**src/rtl/otbn_pq_pkg.sv**
```systemverilog
// Shared types and helpers for the PQ write-back lane merger.
package otbn_pq_pkg;

   localparam int PQLEN  = 32;
   localparam int NLANES = 8;
   localparam int WDR_AW = 5;
   localparam int WLEN   = PQLEN * NLANES;

   typedef enum logic [1:0] {
      EMPTY,
      FILLING,
      PENDING
   } wb_buf_state_e;

   typedef struct packed {
      wb_buf_state_e     state;
      logic [WDR_AW-1:0] addr;
      logic [WLEN-1:0]   data;
      logic [NLANES-1:0] mask;
   } wb_buf_t;

   // A buffer can take a lane for addr a without first being written back.
   function automatic logic buf_fits(wb_buf_t b, logic [WDR_AW-1:0] a);
      return (b.state == EMPTY) || (b.state == FILLING && b.addr == a);
   endfunction

   function automatic logic buf_holds(wb_buf_t b, logic [WDR_AW-1:0] a);
      return (b.state != EMPTY) && (b.addr == a);
   endfunction

endpackage

```
**src/rtl/otbn_pq_wb_buf.sv**
```systemverilog
// One write-back buffer: state register, lane insert and close logic.
module otbn_pq_wb_buf
   import otbn_pq_pkg::*;
(
   input  logic                      clk_i,
   input  logic                      rst_ni,
   input  logic                      wr_a,
   input  logic [$clog2(NLANES)-1:0] lane_a,
   input  logic [PQLEN-1:0]          data_a,
   input  logic                      wr_b,
   input  logic [$clog2(NLANES)-1:0] lane_b,
   input  logic [PQLEN-1:0]          data_b,
   input  logic [WDR_AW-1:0]         addr,
   input  logic                      close,
   input  logic                      drain,
   output wb_buf_t                   buf_q
);

   wb_buf_t buf_d;

   always_comb begin
      // NOTE: default-first assignment keeps this always_comb latch-free.
      buf_d = buf_q;
      if (drain) begin
         buf_d.state = EMPTY;
         buf_d.mask  = '0;
      end else if (buf_q.state != PENDING) begin
         if (wr_a || wr_b) begin
            if (buf_q.state == EMPTY) buf_d.addr = addr;
            buf_d.state = FILLING;
         end
         if (wr_a) begin
            buf_d.data[int'(lane_a)*PQLEN +: PQLEN] = data_a;
            buf_d.mask[lane_a] = 1'b1;
         end
         // Port b is applied last so it wins a same-lane collision.
         if (wr_b) begin
            buf_d.data[int'(lane_b)*PQLEN +: PQLEN] = data_b;
            buf_d.mask[lane_b] = 1'b1;
         end
         if (buf_d.state == FILLING && (close || (&buf_d.mask))) buf_d.state = PENDING;
      end
   end

   always_ff @(posedge clk_i or negedge rst_ni) begin
      if (!rst_ni) begin
         // NOTE: data is reset too, so wr_data_o reads zero straight out of reset.
         buf_q <= '{state: EMPTY, addr: '0, data: '0, mask: '0};
      end else begin
         // NOTE: sequential state is updated with non-blocking assignments only.
         buf_q <= buf_d;
      end
   end

endmodule

```
**src/rtl/otbn_pq_wb_merge.sv**
```systemverilog
// Write-back lane merger: packs per-lane PQ ALU results into masked 256-bit WDR writes.
module otbn_pq_wb_merge #(
   parameter int PQLEN  = 32,
   parameter int NLANES = 8,
   parameter int WDR_AW = 5
) (
   input  logic                      clk_i,
   input  logic                      rst_ni,
   input  logic                      in_valid_i,
   output logic                      in_ready_o,
   input  logic [1:0]                in_we_i,
   input  logic [WDR_AW-1:0]         in_wdr0_i,
   input  logic [WDR_AW-1:0]         in_wdr1_i,
   input  logic [$clog2(NLANES)-1:0] in_lane0_i,
   input  logic [$clog2(NLANES)-1:0] in_lane1_i,
   input  logic [PQLEN-1:0]          in_data0_i,
   input  logic [PQLEN-1:0]          in_data1_i,
   input  logic                      in_last_i,
   input  logic                      flush_i,
   output logic                      wr_valid_o,
   input  logic                      wr_ready_i,
   output logic [WDR_AW-1:0]         wr_addr_o,
   output logic [PQLEN*NLANES-1:0]   wr_data_o,
   output logic [NLANES-1:0]         wr_lane_en_o,
   output logic                      idle_o
);
   import otbn_pq_pkg::*;

   wb_buf_t b0, b1;
   logic    merge, b0_en, b1_en, b0_block, b1_block, haz_b0, haz_b1;
   logic    accept, stall, close0, close1, sel_b0, drain0, drain1;

   // Both channels to the same WDR share B0 so one write covers both lanes.
   assign merge    = in_we_i[0] & in_we_i[1] & (in_wdr0_i == in_wdr1_i);
   assign b0_en    = in_we_i[0];
   assign b1_en    = in_we_i[1] & ~merge;
   assign b0_block = b0_en & ~buf_fits(b0, in_wdr0_i);
   assign b1_block = b1_en & ~buf_fits(b1, in_wdr1_i);
   // haz_bK: buffer K already owns the WDR the other buffer is about to open.
   assign haz_b0   = b1_en & buf_holds(b0, in_wdr1_i);
   assign haz_b1   = b0_en & buf_holds(b1, in_wdr0_i);

   assign in_ready_o = ~flush_i & ~(b0_block | b1_block | haz_b0 | haz_b1);
   assign accept     = in_valid_i & in_ready_o;
   assign stall      = in_valid_i & ~in_ready_o;
   assign close0     = flush_i | (stall & (b0_block | haz_b0)) | (accept & in_last_i);
   assign close1     = flush_i | (stall & (b1_block | haz_b1)) | (accept & in_last_i);

   assign sel_b0 = (b0.state == PENDING);
   assign drain0 = sel_b0 & wr_ready_i;
   assign drain1 = ~sel_b0 & (b1.state == PENDING) & wr_ready_i;

   otbn_pq_wb_buf u_buf0 (
      .clk_i  (clk_i),
      .rst_ni (rst_ni),
      .wr_a   (accept & in_we_i[0]),
      .lane_a (in_lane0_i),
      .data_a (in_data0_i),
      .wr_b   (accept & merge),
      .lane_b (in_lane1_i),
      .data_b (in_data1_i),
      .addr   (in_wdr0_i),
      .close  (close0),
      .drain  (drain0),
      .buf_q  (b0)
   );

   otbn_pq_wb_buf u_buf1 (
      .clk_i  (clk_i),
      .rst_ni (rst_ni),
      .wr_a   (accept & b1_en),
      .lane_a (in_lane1_i),
      .data_a (in_data1_i),
      .wr_b   (1'b0),
      .lane_b ('0),
      .data_b ('0),
      .addr   (in_wdr1_i),
      .close  (close1),
      .drain  (drain1),
      .buf_q  (b1)
   );

   always_comb begin
      wr_valid_o   = 1'b0;
      wr_addr_o    = '0;
      wr_data_o    = '0;
      wr_lane_en_o = '0;
      if (sel_b0) begin
         wr_valid_o   = 1'b1;
         wr_addr_o    = b0.addr;
         wr_data_o    = b0.data;
         wr_lane_en_o = b0.mask;
      end else if (b1.state == PENDING) begin
         wr_valid_o   = 1'b1;
         wr_addr_o    = b1.addr;
         wr_data_o    = b1.data;
         wr_lane_en_o = b1.mask;
      end
   end

   assign idle_o = (b0.state == EMPTY) && (b1.state == EMPTY);

endmodule

```
**config.mk**
```make
export PLATFORM = sky130hd
export DESIGN_NAME = otbn_pq_wb_merge
export DESIGN_NICKNAME = d
export VERILOG_FILES = /design/src/rtl/otbn_pq_pkg.sv /design/src/rtl/otbn_pq_wb_buf.sv /design/src/rtl/otbn_pq_wb_merge.sv
export SDC_FILE = /design/constraint.sdc
export NUM_CORES = 1
export LEC_CHECK = 0
export BUFFER_PORTS_ARGS = -buffer_cell sky130_fd_sc_hd__buf_4
export CAP_MARGIN = 10
export CORE_MARGIN = 2
export CORE_UTILIZATION = 45
export DETAILED_ROUTE_END_ITERATION = 7
export GPL_TIMING_DRIVEN = 0
export PLACE_DENSITY_LB_ADDON = 0.15
export SLEW_MARGIN = 25
export SYNTH_ARGS = -nofsm -noshare
export SYNTH_HDL_FRONTEND = slang
export SYNTH_SLANG_ARGS = --single-unit
```
**constraint.sdc**
```tcl
create_clock -name clk_i -period 5 [get_ports clk_i]
set_input_delay 1 -clock clk_i [delete_from_list [all_inputs] [get_ports clk_i]]
set_output_delay 1 -clock clk_i [all_outputs]
set_load 0.05 [all_outputs]
```
==> results by group <==
Flow run
  – Max Cap Viol: 0

Logic synthesis
  – Count leader, synth: dfrtp_1
  – Syn avg cell area: ~11 sq um
  – Post-synth top flop: dfrtp_1
  – FF+latch count, synth: 542
  – Most instantiated cells after synthesis: 542 x dfrtp_1, 269 x nand2_1, 265 x a22o_1
  – Leading area contributor after synthesis: dfrtp_1
  – Post-synth EDFFs: 0
  – Yosys cell types: ~70
  – Cells after Synth: ~2600
  – Synth top area share: 0.5026
  – Seq/Total Area, Yosys: 0.5026
  – Mapped cell area: ~27000 sq um
  – Syn nets: about 2700
  – Asr flop ratio synth: 1.000
  – Ys Warns: 0
  – Ranking of synthesized cells by area: dfrtp_1 50%, mux2_2 8.6%, a22o_1 8.6%

Clocking
  – Clock root cell: clkbuf_16
  – CTS H-tree lvls: 2
  – Reg clk slew, reported paths: roughly 0.06 ns
  – Clock Latency Late Sink: 0.66 ns
  – Clock Tree Buf Depth: 3
  – CTS Buf Count: slightly below 60
  – Buffer count from post-CTS setup fixing: 0
  – TritonCTS clock tree: built
  – Total clock sinks: between 500 and 600

Global routing
  – Pin count of the biggest net entering global routing: 95
  – Global route overflow: 0
  – Vias in the first global route: between 20000 and 25000
  – Total GRT Usage: 0.3342
  – First-pass GRT wire length: between 150000 and 200000 um
  – Initial antenna violation count: 3

Drt
  – Number of DRC markers in iteration 0: approximately 2400
  – Final antenna-violating net count: 0
  – Initial DRT Pass Iterations: 5
  – Routed vias/inst: roughly 6
  – DR WL/cell: between 20 and 30 um
  – Detailed Route WL: ~110000 um
  – Via Count: around 23000
  – DRC: 0

Critical path
  – Worst-case reg-to-reg path depth: 10
  – Critical path capture point type: output pin
  – Crit path launch: u_buf0.buf_q[270]$_DFFE_PN0P_
  – CP Capture Point: wr_data_o[160]
  – Crit path DAT: roughly 4.0 ns
  – CP cell instances: nor2b_1 > nor2_2 > clkbuf_1 > clkbuf_1 > a22o_1 > buf_4
  – Worst R2R End: u_buf0.buf_q[133]$_DFFE_PN0P_
  – Crit path depth: 6
  – Crit Path Class: flop to output pin
  – Most used cell, CP: clkbuf_1
  – R2R Path Start: u_buf0.buf_q[264]$_DFFE_PN0P_
  – Critical path buffers and inverters: 3
  – CP Max Fanout: 10
  – Worst Setup Start Kind: flop
  – CP required: approximately 4.0 ns
  – Family with the most delay on the worst path: buffers and inverters
  – R2r setup slk: 1.39 ns
  – Cell type of the slowest stage on the worst timing path: clkbuf_1
  – CP max stage delay: around 0.73 ns

Place
  – GP Congestion: ~0.93
  – Placed Cells: around 3700
  – DP Area: between 30000 and 40000 sq um
  – DP Wirelength: about 80000 um
  – Port-buffer cells: approximately 360

Power and ir drop
  – Design Power: 16.36 mW
  – LEAKAGE: ~16 nW
  – P per Cell Area: 496.6 nW/um^2
  – Maximum vdd drop: 0.0003320 V

Finish
  – Final Cell Area: 32960 sq um
  – # nets final: about 3000
  – Layout Cells excl Fill: approximately 3800
  – Final core occ: 0.5573
  – Share of layout cells above drive strength 1: 0.2471
  – Area grow syn2layout: 22.12%

STA
  – Minimum clock period: roughly 5.0 ns
  – Slew Limit Fails: 0
  – Final Skew: 0.03156 ns
  – Slew @ Worst Pin: approximately 1.1 ns
  – Final period util: 0.9960
  – RSZ-0062 raised after global routing: false
  – Fin Hold WS: 0.3022 ns
  – F_max: between 200 and 250 MHz
  – Final Hold Viols: 0
  – Count of final setup violators: 0
  – Rel. slew slack: 0.2860

Worst hold path
  – Min-delay worst type: input port to asynchronous set/reset pin

Die
  – Core area: 59130 sq um
  – Die Area: 61950 sq um
  – Rows: a little under 90
  – Die Wd: 248.9 um
  – Initial cell density of the core: 0.4564
  – # IOs: 360
  – Die height: ~250 um

Outcome
  – Status: finished clean
[kinds of logic after synthesis]
kind of cell / after synthesis / synth area share
AOI/OAI and AO/OA: 675 / 0.1726
DFF: 542 / 0.5026
and+or+nand+nor: 684 / 0.1211
adders and majority gates: 4 / 0.001855
buffers and inverters: 245 / 0.03927
xor gates and xnor gates: 25 / 0.008113
muxes: 390 / 0.1545
[report_power, final]
group          switching [mW]  total, mW  internal [mW]
Combinational            3.82       5.55           1.73
Clock                    1.91       4.72           2.81
Sequential              0.664       6.09           5.42
Total                    6.40       16.4           9.97
[timing repair]
action                                  CTS  global route
endpoints found under the hold margin     0             0
endpoints found under the setup margin   96             2
resized for setup                         7             3
hold buffers                              0             0
[sequential cells by signal, indices dropped and copies added (netlist names)]
name	count
u_buf1.buf_q	271
u_buf0.buf_q	271
[metrics by stage]
step	TNS [ns]	worst slack, ns
CTS	0	0.06487
global placement	-1540.39	-2.935
detailed placement	0	0.2117
global route	0	0.01751
floorplan	0	1.604
finish	0	0.02018
[cell type report]
class                      count  area, sq um
sequential                   542        13560
inverter                      25        93.84
fill                        5203        26180
multi-input combinational   1778        12380
tap                          773        967.2
clock buffer                  86         1728
buffer                       220        975.9
clock inverter                23        365.4
timing repair buffer         365         2872
antenna                        5        12.51
[layout by cell type, fill, tap and decap left out, types with 59 or more instances in the layout]
master     instances
dfrtp_1          542
o21ai_0          195
and2_1            62
nand2_1          269
mux2i_1          178
a22o_1           265
nand3_1           77
nor2_1           142
buf_4            380
mux2_2           207
clkbuf_16         59
a21oi_1           82
clkbuf_1         168
[metal layers]
metal | vias to the layer above | GRT usage | routed length, um
met5 | - | 0 | 0
met4 | 0 | 0.1238 | 3960
met3 | 203 | 0.05444 | 8465
met2 | 1113 | 0.5402 | 49260
met1 | 11790 | 0.4541 | 43450
li1 | 10130 | - | -
[worst min-delay path by stage]
| stage | start | end | slack (ns) |
|---|---|---|---|
| floorplan | u_buf0.buf_q[2]$_DFFE_PN0P_ | u_buf0.buf_q[2]$_DFFE_PN0P_ | 0.45 |
| global placement | u_buf1.buf_q[61]$_DFFE_PN0P_ | u_buf1.buf_q[61]$_DFFE_PN0P_ | 0.46 |
| detailed placement | u_buf1.buf_q[59]$_DFFE_PN0P_ | u_buf1.buf_q[59]$_DFFE_PN0P_ | 0.47 |
| CTS | rst_ni | u_buf1.buf_q[100]$_DFFE_PN0P_ | 0.30 |
| global route | rst_ni | u_buf1.buf_q[98]$_DFFE_PN0P_ | 0.32 |
| finish | rst_ni | u_buf1.buf_q[98]$_DFFE_PN0P_ | 0.30 |
[worst register-to-register path, stage by stage (launching register included)]
cell,delay (ns)
dfrtp_1,0.46
xor2_1,0.19
nor3_1,0.17
a41o_1,0.19
buf_2,0.24
o21a_1,0.26
nand4_1,0.32
nor4_4,0.58
buf_6,0.24
clkbuf_1,0.60
o21ai_0,0.22
(Power assumes the default switching activity.)
